[config.mk]
export PLATFORM = sky130hd
export DESIGN_NAME = hazard_ctrl
export DESIGN_NICKNAME = d
export VERILOG_FILES = /design/src/rtl/hazard_ctrl_pkg.sv /design/src/rtl/hazard_ctrl_fwd_sel.sv /design/src/rtl/hazard_ctrl.sv
export SDC_FILE = /design/constraint.sdc
export NUM_CORES = 1
export LEC_CHECK = 0
export ABC_AREA = 1
export ABC_CLOCK_PERIOD_IN_PS = 3000
export BUFFER_PORTS_ARGS = -buffer_cell sky130_fd_sc_hd__buf_2
export CAP_MARGIN = 15
export CORE_MARGIN = 5
export CORE_UTILIZATION = 44
export DETAILED_ROUTE_END_ITERATION = 10
export MAX_ROUTING_LAYER = met4
export PLACE_DENSITY = 0.66
export SKIP_CTS_REPAIR_TIMING = 1
export SLEW_MARGIN = 10
export SYNTH_ARGS = -nofsm -noshare
export SYNTH_HDL_FRONTEND = slang
export SYNTH_SLANG_ARGS = --single-unit
export TNS_END_PERCENT = 1
[constraint.sdc]
create_clock -name clk -period 3 [get_ports clk]
set_clock_uncertainty 0.05 [all_clocks]
set_input_delay 0.45 -clock clk [delete_from_list [all_inputs] [get_ports clk]]
set_output_delay 0.45 -clock clk [all_outputs]
set_load 0.01 [all_outputs]
[src/rtl/hazard_ctrl_pkg.sv]
// hazard_ctrl_pkg: shared encodings for the pipeline hazard controller
package hazard_ctrl_pkg;
  typedef enum logic [1:0] {
    RUN      = 2'd0,
    MEM_WAIT = 2'd1,
    ERR      = 2'd2
  } state_t;
  localparam logic [1:0] FWD_RF  = 2'b00;
  localparam logic [1:0] FWD_MEM = 2'b10;
  localparam logic [1:0] FWD_WB  = 2'b01;
  localparam logic [4:0] REG_RA  = 5'd31;
endpackage

[src/rtl/hazard_ctrl_fwd_sel.sv]
// hazard_fwd_sel: picks the forwarding source for one EX operand, MEM over WB, never $0
module hazard_fwd_sel
  import hazard_ctrl_pkg::*;
(
  input  logic [4:0] src,
  input  logic       wr_mem,
  input  logic [4:0] dst_mem,
  input  logic       wr_wb,
  input  logic [4:0] dst_wb,
  output logic [1:0] fwd
);
  logic hit_mem, hit_wb;
  // match the operand against the younger (MEM) then older (WB) writer
  always_comb begin
    hit_mem = (src != 5'd0) && wr_mem && (dst_mem == src);
    hit_wb  = (src != 5'd0) && wr_wb && (dst_wb == src);
    fwd     = hit_mem ? FWD_MEM : hit_wb ? FWD_WB : FWD_RF;
  end
endmodule

[src/rtl/hazard_ctrl.sv]
// hazard_ctrl: stall/flush/forwarding control for the 5-stage pipe with memory-wait freeze and perf counters
module hazard_ctrl
  import hazard_ctrl_pkg::*;
#(
  parameter int CNT_W       = 32,
  parameter int MEM_TIMEOUT = 64
) (
  input  logic             clk,
  input  logic             rst_n,
  input  logic [4:0]       Rs_ID,
  input  logic [4:0]       Rt_ID,
  input  logic             UseRs_ID,
  input  logic             UseRt_ID,
  input  logic [4:0]       Rs_EX,
  input  logic [4:0]       Rt_EX,
  input  logic [4:0]       Rw_EX,
  input  logic             RegWr_EX,
  input  logic             MemToReg_EX,
  input  logic [4:0]       Rw_MEM,
  input  logic [4:0]       Rw_WB,
  input  logic             RegWr_MEM,
  input  logic             RegWr_WB,
  input  logic             Jal_MEM,
  input  logic             Jal_WB,
  input  logic             OverFlow_MEM,
  input  logic             OverFlow_WB,
  input  logic             Jump_ID,
  input  logic             BrTaken_MEM,
  input  logic             MemReq_MEM,
  input  logic             MemReady,
  output logic             PC_WrEn,
  output logic             IFID_WrEn,
  output logic             IDEX_WrEn,
  output logic             EXMEM_WrEn,
  output logic             IFID_Flush,
  output logic             IDEX_Flush,
  output logic             EXMEM_Flush,
  output logic             MEMWB_Flush,
  output logic [1:0]       ForwardA,
  output logic [1:0]       ForwardB,
  output logic             MemErr,
  output logic [CNT_W-1:0] StallCnt,
  output logic [CNT_W-1:0] FlushCnt
);
  localparam int WW = $clog2(MEM_TIMEOUT + 1);
  state_t         state_q, state_d;
  logic [WW-1:0]  wait_q, wait_d;
  logic           lu_q, lu_d;
  logic [4:0]     dst_mem, dst_wb;
  logic           wr_mem, wr_wb, freeze, load_use;
  logic [3:0]     wr_en, flush;
  logic [1:0]     fwd_a, fwd_b;
  assign dst_mem = Jal_MEM ? REG_RA : Rw_MEM;
  assign dst_wb  = Jal_WB ? REG_RA : Rw_WB;
  assign wr_mem  = RegWr_MEM & ~OverFlow_MEM;
  assign wr_wb   = RegWr_WB & ~OverFlow_WB;
  assign freeze  = MemReq_MEM & ~MemReady;
  // a load-use stall lasts one cycle: the bubble it inserts cannot re-trigger it
  assign load_use = RegWr_EX & MemToReg_EX & (Rw_EX != 5'd0) & ~lu_q &
                    ((UseRs_ID & (Rw_EX == Rs_ID)) | (UseRt_ID & (Rw_EX == Rt_ID)));
  hazard_fwd_sel u_fwd_a (
    .src(Rs_EX), .wr_mem(wr_mem), .dst_mem(dst_mem), .wr_wb(wr_wb), .dst_wb(dst_wb), .fwd(fwd_a)
  );
  hazard_fwd_sel u_fwd_b (
    .src(Rt_EX), .wr_mem(wr_mem), .dst_mem(dst_mem), .wr_wb(wr_wb), .dst_wb(dst_wb), .fwd(fwd_b)
  );
  // next state and prioritised enables/flushes: ERR, freeze, branch, load-use, jump
  always_comb begin
    state_d = state_q;
    wait_d  = wait_q;
    lu_d    = 1'b0;
    wr_en   = 4'b1111;
    flush   = 4'b0000;
    if (state_q == ERR) begin
      wr_en = 4'b0000;
    end else if (freeze) begin
      wr_en   = 4'b0000;
      flush   = 4'b0001;
      state_d = (wait_q == WW'(MEM_TIMEOUT - 1)) ? ERR : MEM_WAIT;
      wait_d  = wait_q + WW'(1);
    end else begin
      state_d = RUN;
      wait_d  = '0;
      lu_d    = load_use & ~BrTaken_MEM;
      wr_en   = (load_use & ~BrTaken_MEM) ? 4'b0011 : 4'b1111;
      flush   = BrTaken_MEM ? 4'b1110 : load_use ? 4'b0100 : Jump_ID ? 4'b1000 : 4'b0000;
    end
    if (!rst_n) begin
      wr_en = 4'b0000;
      flush = 4'b1111;
    end
  end
  assign {PC_WrEn, IFID_WrEn, IDEX_WrEn, EXMEM_WrEn}       = wr_en;
  assign {IFID_Flush, IDEX_Flush, EXMEM_Flush, MEMWB_Flush} = flush;
  assign ForwardA = rst_n ? fwd_a : FWD_RF;
  assign ForwardB = rst_n ? fwd_b : FWD_RF;
  assign MemErr   = (state_q == ERR);
  // state, wait counter and load-use marker
  always_ff @(posedge clk) begin
    if (!rst_n) begin
      state_q <= RUN;
      wait_q  <= '0;
      lu_q    <= 1'b0;
    end else begin
      state_q <= state_d;
      wait_q  <= wait_d;
      lu_q    <= lu_d;
    end
  end
  // saturating perf counters, frozen once the memory timeout has fired
  always_ff @(posedge clk) begin
    if (!rst_n) begin
      StallCnt <= '0;
      FlushCnt <= '0;
    end else if (state_q != ERR) begin
      if (!PC_WrEn && !(&StallCnt)) StallCnt <= StallCnt + CNT_W'(1);
      if ((IFID_Flush | IDEX_Flush | EXMEM_Flush) && !(&FlushCnt)) FlushCnt <= FlushCnt + CNT_W'(1);
    end
  end
endmodule
==> run metrics, run 1 <==
max_slew headroom 0.527; largest net degree at the start of global routing a little over 60; initial antenna violation count 0; Final GP Congestion ~0.94; critical path class flip-flop to flip-flop; Worst Tran Pin Value 0.709 ns; 1st-iter DRT viols 406; Worst R2R End FlushCnt[28]; Mapped Cells 811; CP Launch Type flip-flop; top-count cell post-synth nand2_1; die extent in x 120 um; global-route wire length before repair 24300 um; Layout area overhead 17.8%; Max Root-Sink Buffers 2; Boundary Pins approximately 130; Hold Path End lu_q; clk root buf clkbuf_16; Die Y-Extent 120 um; final worst slack 0.746 ns; DR vias 5541; Yosys top cell by area dfxtp_1; full die area 14400 um2; CP Capture Type flip-flop; Mapped Area 5310 um2; ys flop type dfxtp_1; total gr overflow 0; hold path start BrTaken_MEM; Final Hold Viols 0; Tmin final 2.25 ns; Core ar. 11900 um2; total CTS buffers 9; cell area power density 384 nW/um2; final worst path period share 0.751; Diodes inserted 0; Post-synth EDFFs 0; ys async rst share 0; Seq. cell area 1480 um2; post-synthesis sequential area ratio 0.279; synthesized area per cell 6.55 um2; Pre-antenna DRT Iters 5; H-tree Lvls 3; reg2reg path depth 13; Wirelength per Cell 13.4 um; # nets final 981; max-slew violation count 0; fmax between 400 and 500 MHz; share of cells above drive strength 1 0.216; vias in the first global route ~5200; Commonest cells post-synth nand2_1 (230), nor2_1 (102), inv_1 (81); buffers added on ports 127; final setup TNS 0 ns; Peak supply drop roughly 190 uV; pre-CTS WS 0.749 ns; Worst-Skew Late Latency about 0.34 ns; worst hold path depth 4; min-delay worst type input pin to flip-flop; Clock Sinks 74; FF+latch count, synth 74; Reg clk slew, reported paths 0.06 ns; Netlist cell types 44; Finished Layout Cells 1079; final setup vio count 0; Total GRT Usage 0.209; max_cap viols 0; Starting Density 0.446; WP data arrival approximately 2.4 ns; Post-Route WL 14400 um; CP required 3.14 ns; DP HPWL 11000 um; drt via density 5.14; worst-path maximum fanout 24; area share of the largest cell type after synthesis 0.279; syn nets 865; status finished clean; worst r2r src FlushCnt[1]; area of the multi-input gates 3250 um2; Layout fillers 1272; unrepaired setup endpoints after global routing no; row cnt 40; Residual DRC 0; dpl cells 1063; worst reg2reg setup slack roughly 0.75 ns; Antenna Nets Post-Route 0; Leak Pwr 2.67 nW; CTS tree yes; ranking of synthesized cells by area dfxtp_1 (28%), nand2_1 (16%), nor2_1 (7.2%); synth warn 0
## sequential cells by signal (all words and copies together) (netlist names)
name	cells
FlushCnt	32
StallCnt	32
wait_q	7
state_q	2
lu_q	1
## how the worst max path moves through the flow
stage	from	to
2_1_floorplan	FlushCnt[1]	FlushCnt[24]
3_3_place_gp	FlushCnt[1]	FlushCnt[30]
3_5_place_dp	FlushCnt[1]	FlushCnt[30]
4_1_cts	FlushCnt[1]	FlushCnt[28]
5_1_grt	FlushCnt[0]	FlushCnt[12]
6_report	FlushCnt[1]	FlushCnt[28]
## stage by stage
stage	utilization	hold slack [ns]	power, W	area [um2]
floorplan	-	0.410	0.00117	5310
global placement	0.498	0.423	0.00125	5930
detailed placement	0.498	0.419	0.00125	5930
CTS	0.525	0.407	0.00244	6260
global route	0.525	0.444	0.00251	6260
finish	0.525	0.416	0.00241	6260
## critical path, cell delays in order (launching register included)
cell	delay, ns
dfxtp_1	0.37
ha_1	0.22
inv_1	0.08
nor2_4	0.17
nand3b_4	0.11
nor2_4	0.10
nand4_2	0.10
nor2_2	0.12
nand2_2	0.21
buf_4	0.32
nand3_1	0.12
nand2_1	0.05
nand2_1	0.05
nor2_1	0.03
## logic make-up (layout without fill, tap and decap cells)
group | Yosys count | after routing | synth area share
AND/OR/NAND/NOR | 481 | 481 | 0.421
flip-flops | 74 | 74 | 0.279
buffers and inverters | 115 | 236 | 0.109
AO/OA/AOI/OAI | 83 | 83 | 0.0933
XOR/XNOR | 55 | 55 | 0.0907
adder cells (fa/ha/maj) | 3 | 3 | 0.00707
## routing by layer
metal / routed length (um) / share of wire / global-route usage / vias to the layer above
li1: - / - / - / 2875
met1: 6550 / 0.45 / 0.256 / 2509
met2: 6940 / 0.48 / 0.345 / 132
met3: 633 / 0.044 / 0.0410 / 25
met4: 314 / 0.022 / 0.0694 / 0
met5: 0 / 0 / - / -
## final cells by class
type | instances | area share
multi-input cells | 622 | 0.520
flip-flops and latches | 74 | 0.237
well taps | 147 | 0.0294
clock inverters | 4 | 0.0118
inverters | 86 | 0.0516
repair buffers | 134 | 0.110
clock buffers | 12 | 0.0410
## report_power, final
group          internal (W)  leakage (nW)  switching, W
sequential         0.000993         0.597     0.0000121
clock              0.000773         0.163      0.000407
combinational     0.0000801          1.91      0.000140
total               0.00185          2.67      0.000559
## layout by cell type (no fill, tap or decap), drive strengths merged, types with 4 or more instances in the layout
master,instances
xnor2,12
dfxtp,74
nor4,12
clkbuf,12
o2111ai,4
xor2,43
nand2,245
nor3,36
nor2,107
o21ai,13
nand4,47
buf,134
a21oi,56
nand3,27
inv,86
(Power assumes the default switching activity.)
==> inputs of run 2 (changes only) <==
--- a/config.mk
+++ b/config.mk
@@ -6,14 +6,14 @@
 export NUM_CORES = 1
 export LEC_CHECK = 0
 export ABC_AREA = 1
-export ABC_CLOCK_PERIOD_IN_PS = 3000
+export ABC_CLOCK_PERIOD_IN_PS = 1800
 export BUFFER_PORTS_ARGS = -buffer_cell sky130_fd_sc_hd__buf_2
 export CAP_MARGIN = 15
 export CORE_MARGIN = 5
 export CORE_UTILIZATION = 44
 export DETAILED_ROUTE_END_ITERATION = 10
 export MAX_ROUTING_LAYER = met4
-export PLACE_DENSITY = 0.66
+export PLACE_DENSITY = 0.68
 export SKIP_CTS_REPAIR_TIMING = 1
 export SLEW_MARGIN = 10
 export SYNTH_ARGS = -nofsm -noshare
==> constraint.sdc (replaced) <==
create_clock -name clk -period 1.8 [get_ports clk]
set_clock_uncertainty 0.05 [all_clocks]
set_input_delay 0.27 -clock clk [delete_from_list [all_inputs] [get_ports clk]]
set_output_delay 0.27 -clock clk [all_outputs]
set_load 0.01 [all_outputs]
==> run 2 against run 1 <==
The flow now finishes with violations (negative setup slack). Non-clock buffer count is 105 higher. Clock power increased by 69%. Global-route usage is 2.1 points higher. Largest cell class unchanged. Sequential share of layout area is 3.4 points lower. Highest routed layer unchanged. Wire length rose by 13%.
==> run metrics, run 2 (same netlist as run 1, synthesis figures left out) <==
total CTS buffers 9 (unchanged); unrepaired setup endpoints after global routing yes; Max Root-Sink Buffers 2 (unchanged); pre-CTS WS -0.0774 ns (-0.826 ns); row cnt 40 (unchanged); max-slew violation count 0 (unchanged); H-tree Lvls 3 (unchanged); Core ar. 11900 um2 (unchanged); cell area power density 560 nW/um2 (+46%); full die area 14400 um2 (unchanged); WP data arrival 2.03 ns (-0.37 ns); CP delay by family, top simple AND/OR/NAND/NOR gates; die extent in x 120 um (unchanged); most common cell after layout, fill and taps aside nand2_1; final setup TNS -0.0344 ns (-0.0344 ns); commonest cells after routing, fill and taps aside nand2_1 (228), buf_2 (127), buf_4 (105); most frequent CP cell nand2_1; Finished Layout Cells 1183 (+9.6%); fmax 550 MHz (+24%); Finished Cell Area 7400 um2 (+18%); CP max-delay cell dfxtp_1; buffers added on ports 127 (unchanged); CTS tree yes; Final Hold Viols 0 (unchanged); Post-Route WL 16300 um (+13%); final worst slack -0.0176 ns (-0.764 ns); min-delay worst type input pin to flip-flop; Clock Sinks 74 (unchanged); largest net degree at the start of global routing 61 (-1.6%); Total GRT Usage 0.229 (+0.0206); Reg clk slew, reported paths 0.06 ns (about the same); Final GP Congestion 0.931 (-1.1%); dpl cells 1168 (+9.9%); total gr overflow 0 (unchanged); CP peak stage delay 0.39 ns (+0.02 ns); DR vias 6001 (+8.3%); Leak Pwr 3.27 nW (+22%); # nets final 1086 (+11%); total power 0.00414 W (+72%); Antenna Nets Post-Route 0 (unchanged); global-route wire length before repair 26700 um (+9.6%); 1st-iter DRT viols 388 (-4.4%); Wirelength per Cell 13.8 um (+2.9%); DP HPWL 12400 um (+12%); Pre-antenna DRT Iters 5 (unchanged); Die Y-Extent 120 um (unchanged); Diodes inserted 0 (unchanged); CP Launch Type flip-flop; drt via density 5.07 (-1.2%); Layout area overhead 39.2%; CP Capture Type flip-flop; clk root buf clkbuf_16; Starting Density 0.446 (unchanged); Tmin final 1.82 ns (-0.436 ns); Peak supply drop 362 uV (+93%); max_slew headroom 0.505 (-0.0219); critical path, cell by cell buf_4, nand2_1, nor2_1, nand2_1, nor2_1, nand2_1, xnor2_1, nand4_2, a21oi_2; max_cap viols 0 (unchanged); Largest regs FlushCnt x32, StallCnt x32, wait_q x7; Worst Tran Pin Value 0.742 ns (+0.0328 ns); Residual DRC 0 (unchanged); initial antenna violation count 0 (unchanged); worst-path maximum fanout 4 (-83%); Worst Path Buf+Inv 1 (-1); CP required 2.01 ns (-1.13 ns); vias in the first global route 5725 (+9.6%); Placed Instance Area 6820 um2 (+15%); worst reg2reg setup slack -0.02 ns (-0.76 ns); status complete, but fails checks; Boundary Pins 128 (unchanged); critical path class flip-flop to flip-flop; final setup vio count 3 (+3); share of cells above drive strength 1 0.361 (+0.145); failing checks negative setup slack; Layout fillers 1134 (-11%); Worst-Skew Late Latency 0.33 ns (about the same); final worst path period share 1.01 (+0.259)
run 2: cell types whose count changed in the layout (fill, tap and decap cells not counted), sizes merged:
cell / delta
buf: +105
clkbuf: -1
clkinv: -2
clkinvlp: +2
run 2: final timing paths:
check	depth (start not counted)	start	end
setup / recovery	9	FlushCnt[10]	FlushCnt[27]
hold / removal	4	rst_n	lu_q
setup reg to reg	9	FlushCnt[10]	FlushCnt[27]
hold reg to reg	2	wait_q[4]	wait_q[4]
run 2: report_power, final:
group	switching [W]	internal (W)	total, W
clock	0.000722	0.00128	0.00200
combinational	0.000270	0.000194	0.000464
sequential	0.0000175	0.00166	0.00167
total	0.00101	0.00313	0.00414
run 2: metal layers:
metal	wire, um	part of all wire	GRT usage
met2	7900	0.48	0.372
met5	0	0	-
met1	7380	0.45	0.293
met3	713	0.044	0.0283
met4	305	0.019	0.0866
run 2: worst min-delay path: stages:
cell and delay [ns]:
buf_2 0.11, inv_2 0.06, buf_4 0.13, nor3_1 0.05
run 2: cell type report:
class,count,area (um2),share of cell area
timing repair buffer,239,1560,0.211
sequential,74,1500,0.203
clock buffer,11,253,0.0342
multi-input combinational,622,3500,0.473
inverter,86,323,0.0436
clock inverter,4,75.1,0.0102
tap,147,184,0.0249
run 2: stage by stage:
step,hold slack (ns),utilization
global placement,0.428,0.572
detailed placement,0.431,0.572
finish,0.272,0.621
global route,0.298,0.621
CTS,0.271,0.600
floorplan,0.358,-
